`config.mk`:
```
export PLATFORM = sky130hd
export DESIGN_NAME = fan_driver_flat
export DESIGN_NICKNAME = d
export VERILOG_FILES = /design/src/rtl/fan_driver_pkg.sv /design/src/rtl/fan_driver_if.sv /design/src/rtl/fan_driver_pwm_gen.sv /design/src/rtl/fan_driver.sv /design/src/flat_wrapper.sv
export SDC_FILE = /design/constraint.sdc
export NUM_CORES = 1
export LEC_CHECK = 0
export BUFFER_PORTS_ARGS = -buffer_cell sky130_fd_sc_hd__clkbuf_2
export CAP_MARGIN = 5
export CELL_PAD_IN_SITES_DETAIL_PLACEMENT = 1
export CELL_PAD_IN_SITES_GLOBAL_PLACEMENT = 2
export CORE_MARGIN = 2
export CORE_UTILIZATION = 39
export DETAILED_ROUTE_END_ITERATION = 6
export HOLD_SLACK_MARGIN = 0.15
export PLACE_DENSITY = 0.79
export SKIP_CTS_REPAIR_TIMING = 1
export SYNTH_ARGS = -nofsm -noshare
export SYNTH_HDL_FRONTEND = slang
export SYNTH_SLANG_ARGS = --single-unit
```
`constraint.sdc`:
```
create_clock -name clk -period 3.8 [get_ports clk]
set_input_delay 0.57 -clock clk [delete_from_list [all_inputs] [get_ports clk]]
set_output_delay 0.57 -clock clk [all_outputs]
set_load 0.05 [all_outputs]
```
`src/rtl/fan_driver_pkg.sv`:
```
// fan_driver_pkg: shared types and helpers for the fan/heater actuator driver.
//   drv_state_e   - 3-bit FSM state encoding, visible on drv_state
//   PWM_W         - PWM counter / duty width
//   target_duty() - expands a 3-bit speed command to an 8-bit duty
package fan_driver_pkg;

  localparam int PWM_W = 8;

  typedef enum logic [2:0] {
    ST_IDLE     = 3'd0,
    ST_SPINUP   = 3'd1,
    ST_RUN      = 3'd2,
    ST_COOLDOWN = 3'd3,
    ST_FAULT    = 3'd4
  } drv_state_e;

  // Bit replication spreads 0..7 evenly over 0..255 (7 -> 255 exactly).
  function automatic logic [PWM_W-1:0] target_duty(input logic [2:0] speed);
    return {speed, speed, speed[2:1]};
  endfunction

endpackage

```
`src/rtl/fan_driver_if.sv`:
```
// fan_driver_if: command/drive bundle between AC_control, fan_driver and
// the board-level fan/heater drivers.
//   master - command side: drives fan_speed, fan_heat, fan_tach; observes drive
//   slave  - fan_driver: consumes commands, produces PWM, duty, state, fault
interface fan_driver_if;
  import fan_driver_pkg::*;

  logic [2:0]       fan_speed;
  logic [7:0]       fan_heat;
  logic             fan_tach;
  logic             fan_pwm;
  logic             heat_pwm;
  logic [PWM_W-1:0] fan_duty;
  logic [2:0]       drv_state;
  logic             fault;

  modport master (
    output fan_speed, fan_heat, fan_tach,
    input  fan_pwm, heat_pwm, fan_duty, drv_state, fault
  );

  modport slave (
    input  fan_speed, fan_heat, fan_tach,
    output fan_pwm, heat_pwm, fan_duty, drv_state, fault
  );

endinterface

```
`src/rtl/fan_driver_pwm_gen.sv`:
```
// pwm_gen: 8-bit free-running PWM with duty latched at counter wrap.
//   clk, reset - clock, async active-low reset
//   en         - counter enable
//   clr        - synchronously zero the latched duty and the output
//   duty_i     - requested duty
//   duty_o     - duty currently applied (latched at cnt == 255)
//   pwm_o      - registered (cnt < applied duty); duty 255 -> 255/256 high
module pwm_gen import fan_driver_pkg::*; (
  input  logic             clk,
  input  logic             reset,
  input  logic             en,
  input  logic             clr,
  input  logic [PWM_W-1:0] duty_i,
  output logic [PWM_W-1:0] duty_o,
  output logic             pwm_o
);

  logic [PWM_W-1:0] cnt_q, cnt_d;
  logic [PWM_W-1:0] lat_q, lat_d;
  logic             pwm_q, pwm_d;

  always_comb begin
    cnt_d = en ? cnt_q + 1'b1 : cnt_q;
    lat_d = lat_q;
    if (clr)                   lat_d = '0;
    else if (en && &cnt_q)     lat_d = duty_i;
    pwm_d = clr ? 1'b0 : (cnt_q < lat_q);
  end

  always_ff @(posedge clk or negedge reset) begin
    if (!reset) begin
      cnt_q <= '0;
      lat_q <= '0;
      pwm_q <= 1'b0;
    end else begin
      cnt_q <= cnt_d;
      lat_q <= lat_d;
      pwm_q <= pwm_d;
    end
  end

  assign duty_o = lat_q;
  assign pwm_o  = pwm_q;

endmodule

```
`src/rtl/fan_driver.sv`:
```
// fan_driver: turns fan_speed/fan_heat commands into fan and heater PWM.
// Ramps fan duty, interlocks the heater on airflow, runs the fan on after
// heating, and faults on a stalled tach.
//   clk   - system clock
//   reset - async active-low reset
//   bus   - fan_driver_if.slave (commands in, PWM/duty/state/fault out)
module fan_driver import fan_driver_pkg::*; #(
  parameter int unsigned      RAMP_DIV       = 16,
  parameter logic [PWM_W-1:0] HEAT_MIN_DUTY  = 8'd64,
  parameter int unsigned      COOL_CYCLES    = 1024,
  parameter int unsigned      STALL_CYCLES   = 4096,
  parameter logic [PWM_W-1:0] STALL_MIN_DUTY = 8'd32
) (
  input logic          clk,
  input logic          reset,
  fan_driver_if.slave  bus
);

  localparam int PRE_W   = (RAMP_DIV > 1) ? $clog2(RAMP_DIV) : 1;
  localparam int COOL_W  = $clog2(COOL_CYCLES + 1);
  localparam int STALL_W = $clog2(STALL_CYCLES + 1);

  drv_state_e       state_q, state_d;
  logic [PWM_W-1:0] duty_q, duty_d;
  logic [PRE_W-1:0] pre_q, pre_d;
  logic [COOL_W-1:0]  cool_q, cool_d;
  logic [STALL_W-1:0] stall_q, stall_d;
  logic             heat_was_on_q, heat_was_on_d;
  logic             tach_meta_q, tach_meta_d;
  logic             tach_sync_q, tach_sync_d;
  logic             tach_prev_q, tach_prev_d;

  logic [PWM_W-1:0] target, goal, heat_req, heat_duty;
  logic [PWM_W-1:0] fan_applied, heat_applied_unused;
  logic             tick, speed_zero, runon_active, stall_hit, check_active;
  logic             tach_rise, pwm_en, pwm_clr;

  assign pwm_en = 1'b1;

  always_comb begin
    target       = target_duty(bus.fan_speed);
    speed_zero   = (bus.fan_speed == 3'd0);
    tick         = (pre_q == PRE_W'(RAMP_DIV - 1));
    pre_d        = tick ? '0 : pre_q + 1'b1;
    runon_active = heat_was_on_q && (cool_q != COOL_W'(COOL_CYCLES));
    stall_hit    = (stall_q == STALL_W'(STALL_CYCLES));

    tach_meta_d  = bus.fan_tach;
    tach_sync_d  = tach_meta_q;
    tach_prev_d  = tach_sync_q;
    tach_rise    = tach_sync_q && !tach_prev_q;

    check_active = (state_q inside {ST_SPINUP, ST_RUN, ST_COOLDOWN}) &&
                   (fan_applied >= STALL_MIN_DUTY);
    stall_d      = (check_active && !tach_rise) ? stall_q + 1'b1 : '0;

    state_d       = state_q;
    goal          = '0;
    heat_req      = '0;
    heat_duty     = '0;
    heat_was_on_d = heat_was_on_q;
    cool_d        = cool_q;

    // Priority in every active state: stall fault, then stop, then progress.
    unique case (state_q)
      ST_IDLE: begin
        if (!speed_zero) begin
          state_d       = ST_SPINUP;
          heat_was_on_d = 1'b0;
          cool_d        = '0;
        end
      end
      ST_SPINUP: begin
        goal = target;
        if (stall_hit) state_d = ST_FAULT;
        else if (speed_zero) begin
          state_d       = ST_COOLDOWN;
          heat_was_on_d = 1'b0;
          cool_d        = '0;
        end else if (duty_q == target) state_d = ST_RUN;
      end
      ST_RUN: begin
        goal     = target;
        heat_req = (duty_q >= HEAT_MIN_DUTY) ? bus.fan_heat : '0;
        // Heat is dropped on the stop cycle itself so a wrap latch there
        // cannot carry it into cooldown.
        heat_duty = speed_zero ? '0 : heat_req;
        if (stall_hit) state_d = ST_FAULT;
        else if (speed_zero) begin
          state_d       = ST_COOLDOWN;
          heat_was_on_d = (heat_req != '0);
          cool_d        = '0;
        end
      end
      ST_COOLDOWN: begin
        goal = runon_active ? HEAT_MIN_DUTY : '0;
        // Run-on time counts only once the fan has settled at the purge duty.
        if (runon_active && duty_q == HEAT_MIN_DUTY) cool_d = cool_q + 1'b1;
        if (stall_hit) state_d = ST_FAULT;
        else if (!speed_zero) begin
          state_d       = ST_SPINUP;
          heat_was_on_d = 1'b0;
          cool_d        = '0;
        end else if (duty_q == '0 && !runon_active) state_d = ST_IDLE;
      end
      ST_FAULT: begin
        if (speed_zero) state_d = ST_IDLE;
      end
      default: state_d = ST_IDLE;
    endcase

    // Clearing on the transition edge zeroes duty and PWM the same cycle
    // fault asserts.
    pwm_clr = (state_d == ST_FAULT);

    duty_d = duty_q;
    if (pwm_clr)                     duty_d = '0;
    else if (tick && duty_q < goal)  duty_d = duty_q + 1'b1;
    else if (tick && duty_q > goal)  duty_d = duty_q - 1'b1;
  end

  always_ff @(posedge clk or negedge reset) begin
    if (!reset) begin
      state_q       <= ST_IDLE;
      duty_q        <= '0;
      pre_q         <= '0;
      cool_q        <= '0;
      stall_q       <= '0;
      heat_was_on_q <= 1'b0;
      tach_meta_q   <= 1'b0;
      tach_sync_q   <= 1'b0;
      tach_prev_q   <= 1'b0;
    end else begin
      state_q       <= state_d;
      duty_q        <= duty_d;
      pre_q         <= pre_d;
      cool_q        <= cool_d;
      stall_q       <= stall_d;
      heat_was_on_q <= heat_was_on_d;
      tach_meta_q   <= tach_meta_d;
      tach_sync_q   <= tach_sync_d;
      tach_prev_q   <= tach_prev_d;
    end
  end

  pwm_gen u_fan_pwm (
    .clk    (clk),
    .reset  (reset),
    .en     (pwm_en),
    .clr    (pwm_clr),
    .duty_i (duty_q),
    .duty_o (fan_applied),
    .pwm_o  (bus.fan_pwm)
  );

  pwm_gen u_heat_pwm (
    .clk    (clk),
    .reset  (reset),
    .en     (pwm_en),
    .clr    (pwm_clr),
    .duty_i (heat_duty),
    .duty_o (heat_applied_unused),
    .pwm_o  (bus.heat_pwm)
  );

  assign bus.fan_duty  = duty_q;
  assign bus.drv_state = state_q;
  assign bus.fault     = (state_q == ST_FAULT);

endmodule

```
`src/flat_wrapper.sv`:
```
// flat-port wrapper written by rule: the top's interface ports become plain ports
module fan_driver_flat import fan_driver_pkg::*;
#(
  parameter int unsigned      RAMP_DIV       = 16,
  parameter logic [PWM_W-1:0] HEAT_MIN_DUTY  = 8'd64,
  parameter int unsigned      COOL_CYCLES    = 1024,
  parameter int unsigned      STALL_CYCLES   = 4096,
  parameter logic [PWM_W-1:0] STALL_MIN_DUTY = 8'd32
)
  (clk, reset, bus_fan_speed, bus_fan_heat, bus_fan_tach, bus_fan_pwm, bus_heat_pwm, bus_fan_duty, bus_drv_state, bus_fault);
  fan_driver_if bus_i ();
  input logic clk;
  input logic reset;
  input wire logic [$bits(bus_i.fan_speed)-1:0] bus_fan_speed;
  input wire logic [$bits(bus_i.fan_heat)-1:0] bus_fan_heat;
  input wire logic [$bits(bus_i.fan_tach)-1:0] bus_fan_tach;
  output wire logic [$bits(bus_i.fan_pwm)-1:0] bus_fan_pwm;
  output wire logic [$bits(bus_i.heat_pwm)-1:0] bus_heat_pwm;
  output wire logic [$bits(bus_i.fan_duty)-1:0] bus_fan_duty;
  output wire logic [$bits(bus_i.drv_state)-1:0] bus_drv_state;
  output wire logic [$bits(bus_i.fault)-1:0] bus_fault;
  assign bus_i.fan_speed = bus_fan_speed;
  assign bus_i.fan_heat = bus_fan_heat;
  assign bus_i.fan_tach = bus_fan_tach;
  assign bus_fan_pwm = bus_i.fan_pwm;
  assign bus_heat_pwm = bus_i.heat_pwm;
  assign bus_fan_duty = bus_i.fan_duty;
  assign bus_drv_state = bus_i.drv_state;
  assign bus_fault = bus_i.fault;
  fan_driver #(.RAMP_DIV(RAMP_DIV), .HEAT_MIN_DUTY(HEAT_MIN_DUTY), .COOL_CYCLES(COOL_CYCLES), .STALL_CYCLES(STALL_CYCLES), .STALL_MIN_DUTY(STALL_MIN_DUTY)) u_core (.clk(clk), .reset(reset), .bus(bus_i));
endmodule
```
==> impl_metrics.json <==
{
  "relSlewSlack": 0.3340,
  "ys_ff_latch": 77,
  "grt_start_max_net_pins": 78,
  "gp_congestion": 0.8260,
  "r2r_end": "u_core.bus.fan_duty[6]",
  "synthArstFlopShare": 1.000,
  "nets": 546,
  "nFillCells": 1237,
  "drv_cap": 0,
  "comb_power_share": 0.391,
  "cts_tree": "done",
  "internal-power_w": 0.001687,
  "syn_inst": 453,
  "hold_viol_final": 0,
  "worst_slack_ps": 256.5,
  "endpoint_kind": "flop",
  "wl_per_cell_um": 17.04,
  "die_h_um": 109.9,
  "p_leak_nw": 2.287,
  "regArea_um2": 1928,
  "tightestPinTransition_ps": 999.0,
  "r2r.worst_path.cells": 17,
  "via_count": 3552,
  "dpl-instance-area_um2": 4710,
  "multiInputGateArea_um2": 2409,
  "r2r_start": "u_core.cool_q[0]",
  "fp.dieW_um": 109.9,
  "overflow": 0,
  "path_class": "reg -> reg",
  "path_clk_slew_ps": 80,
  "grt_use_total": 0.1934,
  "core_um2": 10890,
  "antenna_found_initial": 0,
  "synth_top_flop_cell": "dfrtp_1",
  "htree_levels": 3,
  "synth_nets": 503,
  "start_util": 0.4016,
  "hold_path.class": "in -> reg",
  "fin_crit_sh": 0.9325,
  "wirelength_mm": 10.93,
  "cts_buffer_depth": 2,
  "ant_nets": 0,
  "setup_viol": 0,
  "vias_per_cell": 5.541,
  "fp-row-count": 38,
  "crit_start": "u_core.cool_q[0]",
  "max_freq_mhz": 282.2,
  "drive_gt1_frac": 0.1737,
  "diodes": 0,
  "hpwl_mm": 7.715,
  "cp.arrival_ps": 3800,
  "netSwitchingPower_w": 0.001092,
  "power_frac_seq": 0.344,
  "synth_area_um2": 4373,
  "sw_frac_of_total": 0.3929,
  "postLayoutCellArea_um2": 5134,
  "clk_latency_ps": 380,
  "cts_sinks": 77,
  "yosysSeqAreaShare": 0.4406,
  "preCtsSetupSlack_ps": 15.40,
  "crit_path_end": "u_core.bus.fan_duty[6]",
  "ios": 28,
  "drc_errors": 0,
  "p_per_area_nw_per_um2": 541.3,
  "required_ps": 4050,
  "numPortBuffers": 27,
  "firstDrtPassIters": 4,
  "drt_iter0_drc": 112,
  "power_frac_clock": 0.265,
  "synthDistinctLibCells": 57,
  "grt_pass1_wl_mm": 17.91,
  "skew_ps": 10.60,
  "cts_made_buffers": 9,
  "status": "complete, no violations",
  "synth_edf_count": 0,
  "ff2ff_setup_slack_ps": 260,
  "finalMaxSlewViolations": 0,
  "area_growth_pct": 17.40,
  "fin_crit_ps": 3544,
  "ir_drop_mv": 0.5441,
  "first_global_vias": 3688,
  "cp-start-kind": "flop",
  "yosysWarnings": 0,
  "avgSynthCellArea_um2": 9.653,
  "die_area_um2": 12080,
  "cts_root_buffer": "clkbuf_8",
  "worst-path-max-fanout": 6
}
cells in the final DEF (no fill, tap or decap), types with 2 or more instances in the layout:
| cell type | instances |
|---|---|
| a21oi_4 | 2 |
| a21oi_1 | 18 |
| nor4b_1 | 2 |
| nand4_1 | 8 |
| a22oi_1 | 8 |
| xor2_1 | 15 |
| dfrtp_1 | 76 |
| clkbuf_2 | 26 |
| o211ai_1 | 3 |
| or3_1 | 2 |
| inv_1 | 34 |
| nor2b_1 | 3 |
| buf_4 | 16 |
| o41ai_2 | 2 |
| bufinv_16 | 2 |
| ha_4 | 6 |
| ha_1 | 29 |
| o21ai_1 | 3 |
| and3_1 | 12 |
| nor2_1 | 53 |
| xnor2_1 | 14 |
| nor4_1 | 5 |
| o21ai_0 | 19 |
| a31oi_1 | 8 |
| nand2_1 | 27 |
| nor3_2 | 2 |
| nand2b_1 | 2 |
| or4_1 | 5 |
| clkbuf_8 | 11 |
| nor3_1 | 6 |
| o2111ai_1 | 2 |
| mux2i_1 | 12 |
| a41oi_1 | 2 |
| nand3_1 | 27 |
| a21o_1 | 6 |
cells by family (layout without fill, tap and decap cells):
family / after synthesis / after routing / synth area share
buf+inv: 45 / 93 / 0.04664
xor+xnor: 29 / 29 / 0.05808
simple gates: 168 / 168 / 0.1926
mux: 13 / 13 / 0.03004
compound gates: 85 / 85 / 0.1273
flops: 77 / 77 / 0.4406
fa+ha+maj: 36 / 36 / 0.1047
power by group through the flow:
stage | Combinational (W) | Sequential [W] | Clock [W]
after floorplan | 0.000461 | 0.00113 | 0
after global placement | 0.000903 | 0.000960 | 0
after detailed placement | 0.000939 | 0.000965 | 0
after CTS | 0.000945 | 0.000949 | 0.000760
after global routing | 0.00120 | 0.000964 | 0.000793
final | 0.00109 | 0.000955 | 0.000737
critical path, stage by stage (launching register included):
cell	delay, ps
dfrtp_1	350
inv_1	50
ha_1	190
nor4b_2	150
a31oi_1	220
a21oi_1	100
ha_1	330
nand4_1	180
a21oi_4	250
or2_4	260
inv_1	80
fa_1	400
nor2b_1	170
o31a_1	160
o21ai_0	100
and3_1	190
o21ai_0	160
a21oi_1	80
through the flow:
| step | TNS, ps | instances | hold WS, ps | utilization | power [W] |
|---|---|---|---|---|---|
| detailed placement | 0 | 621 | 350.9 | 0.4325 | 0.001904 |
| floorplan | 0 | 453 | 274.4 | - | 0.001589 |
| global route | -7.322 | 641 | 287.8 | 0.4715 | 0.002953 |
| global placement | 0 | 621 | 338.2 | 0.4325 | 0.001863 |
| CTS | -40.18 | 637 | 281.7 | 0.4539 | 0.002654 |
| finish | 0 | 641 | 304.3 | 0.4715 | 0.002779 |
state kept, by name, summed over array words and instances, names as in the netlist, 3 cells and up:
| signal | flops |
|---|---|
| u_core.u_heat_pwm.duty_o | 8 |
| u_core.stall_q | 13 |
| u_core.bus.drv_state | 3 |
| u_core.u_heat_pwm.cnt_q | 8 |
| u_core.pre_q | 4 |
| u_core.u_fan_pwm.cnt_q | 8 |
| u_core.bus.fan_duty | 8 |
| u_core.u_fan_pwm.duty_o | 8 |
| u_core.cool_q | 11 |
synthesized netlist by cell type (all sizes together), types with 2 or more instances:
cell,count,share of area
nand3,28,0.032
o2111ai,2,0.0040
xnor2,14,0.028
ha,35,0.10
dfrtp,77,0.44
a21o,6,0.010
nor3,9,0.011
nand2,28,0.026
o211ai,3,0.0051
a21oi,21,0.025
a41oi,2,0.0040
mux2i,12,0.027
and2,2,0.0031
nor4,6,0.010
nand2b,2,0.0029
inv,34,0.029
or4,5,0.0086
or3,2,0.0029
nor2b,3,0.0043
o41ai,2,0.0057
nor2,54,0.046
o21ai,22,0.025
nand4,8,0.011
nor4b,4,0.0080
clkbuf,5,0.0043
a31oi,8,0.011
a22oi,8,0.014
o22ai,2,0.0043
buf,6,0.013
and3,13,0.019
xor2,15,0.030
layout make-up:
class,count,share of cell area
clock buffers,11,0.02949
clock inverters,5,0.01584
inverters,34,0.02486
multi-input cells,331,0.4692
flip-flops and latches,77,0.3756
well taps,140,0.03412
repair buffers,43,0.05094
worst min path at each step:
stage                        from                      end  slack (ps)  cells past startpoint
2_1_floorplan               reset  u_core.bus.drv_state[0]         270                      0
3_3_place_gp   u_core.tach_meta_q       u_core.tach_prev_d         340                      0
3_5_place_dp   u_core.tach_meta_q       u_core.tach_prev_d         350                      0
4_1_cts              bus_fan_tach       u_core.tach_meta_q         280                      1
5_1_grt              bus_fan_tach       u_core.tach_meta_q         290                      1
6_report             bus_fan_tach       u_core.tach_meta_q         300                      1
routing by layer:
| metal | vias to the layer above | GRT usage | part of all wire |
|---|---|---|---|
| met5 | - | 0 | 0 |
| met2 | 40 | 0.3265 | 0.49 |
| li1 | 1692 | - | - |
| met1 | 1805 | 0.2429 | 0.47 |
| met3 | 15 | 0.03379 | 0.023 |
| met4 | 0 | 0.08137 | 0.018 |
Power figures use the tool's default switching activity.
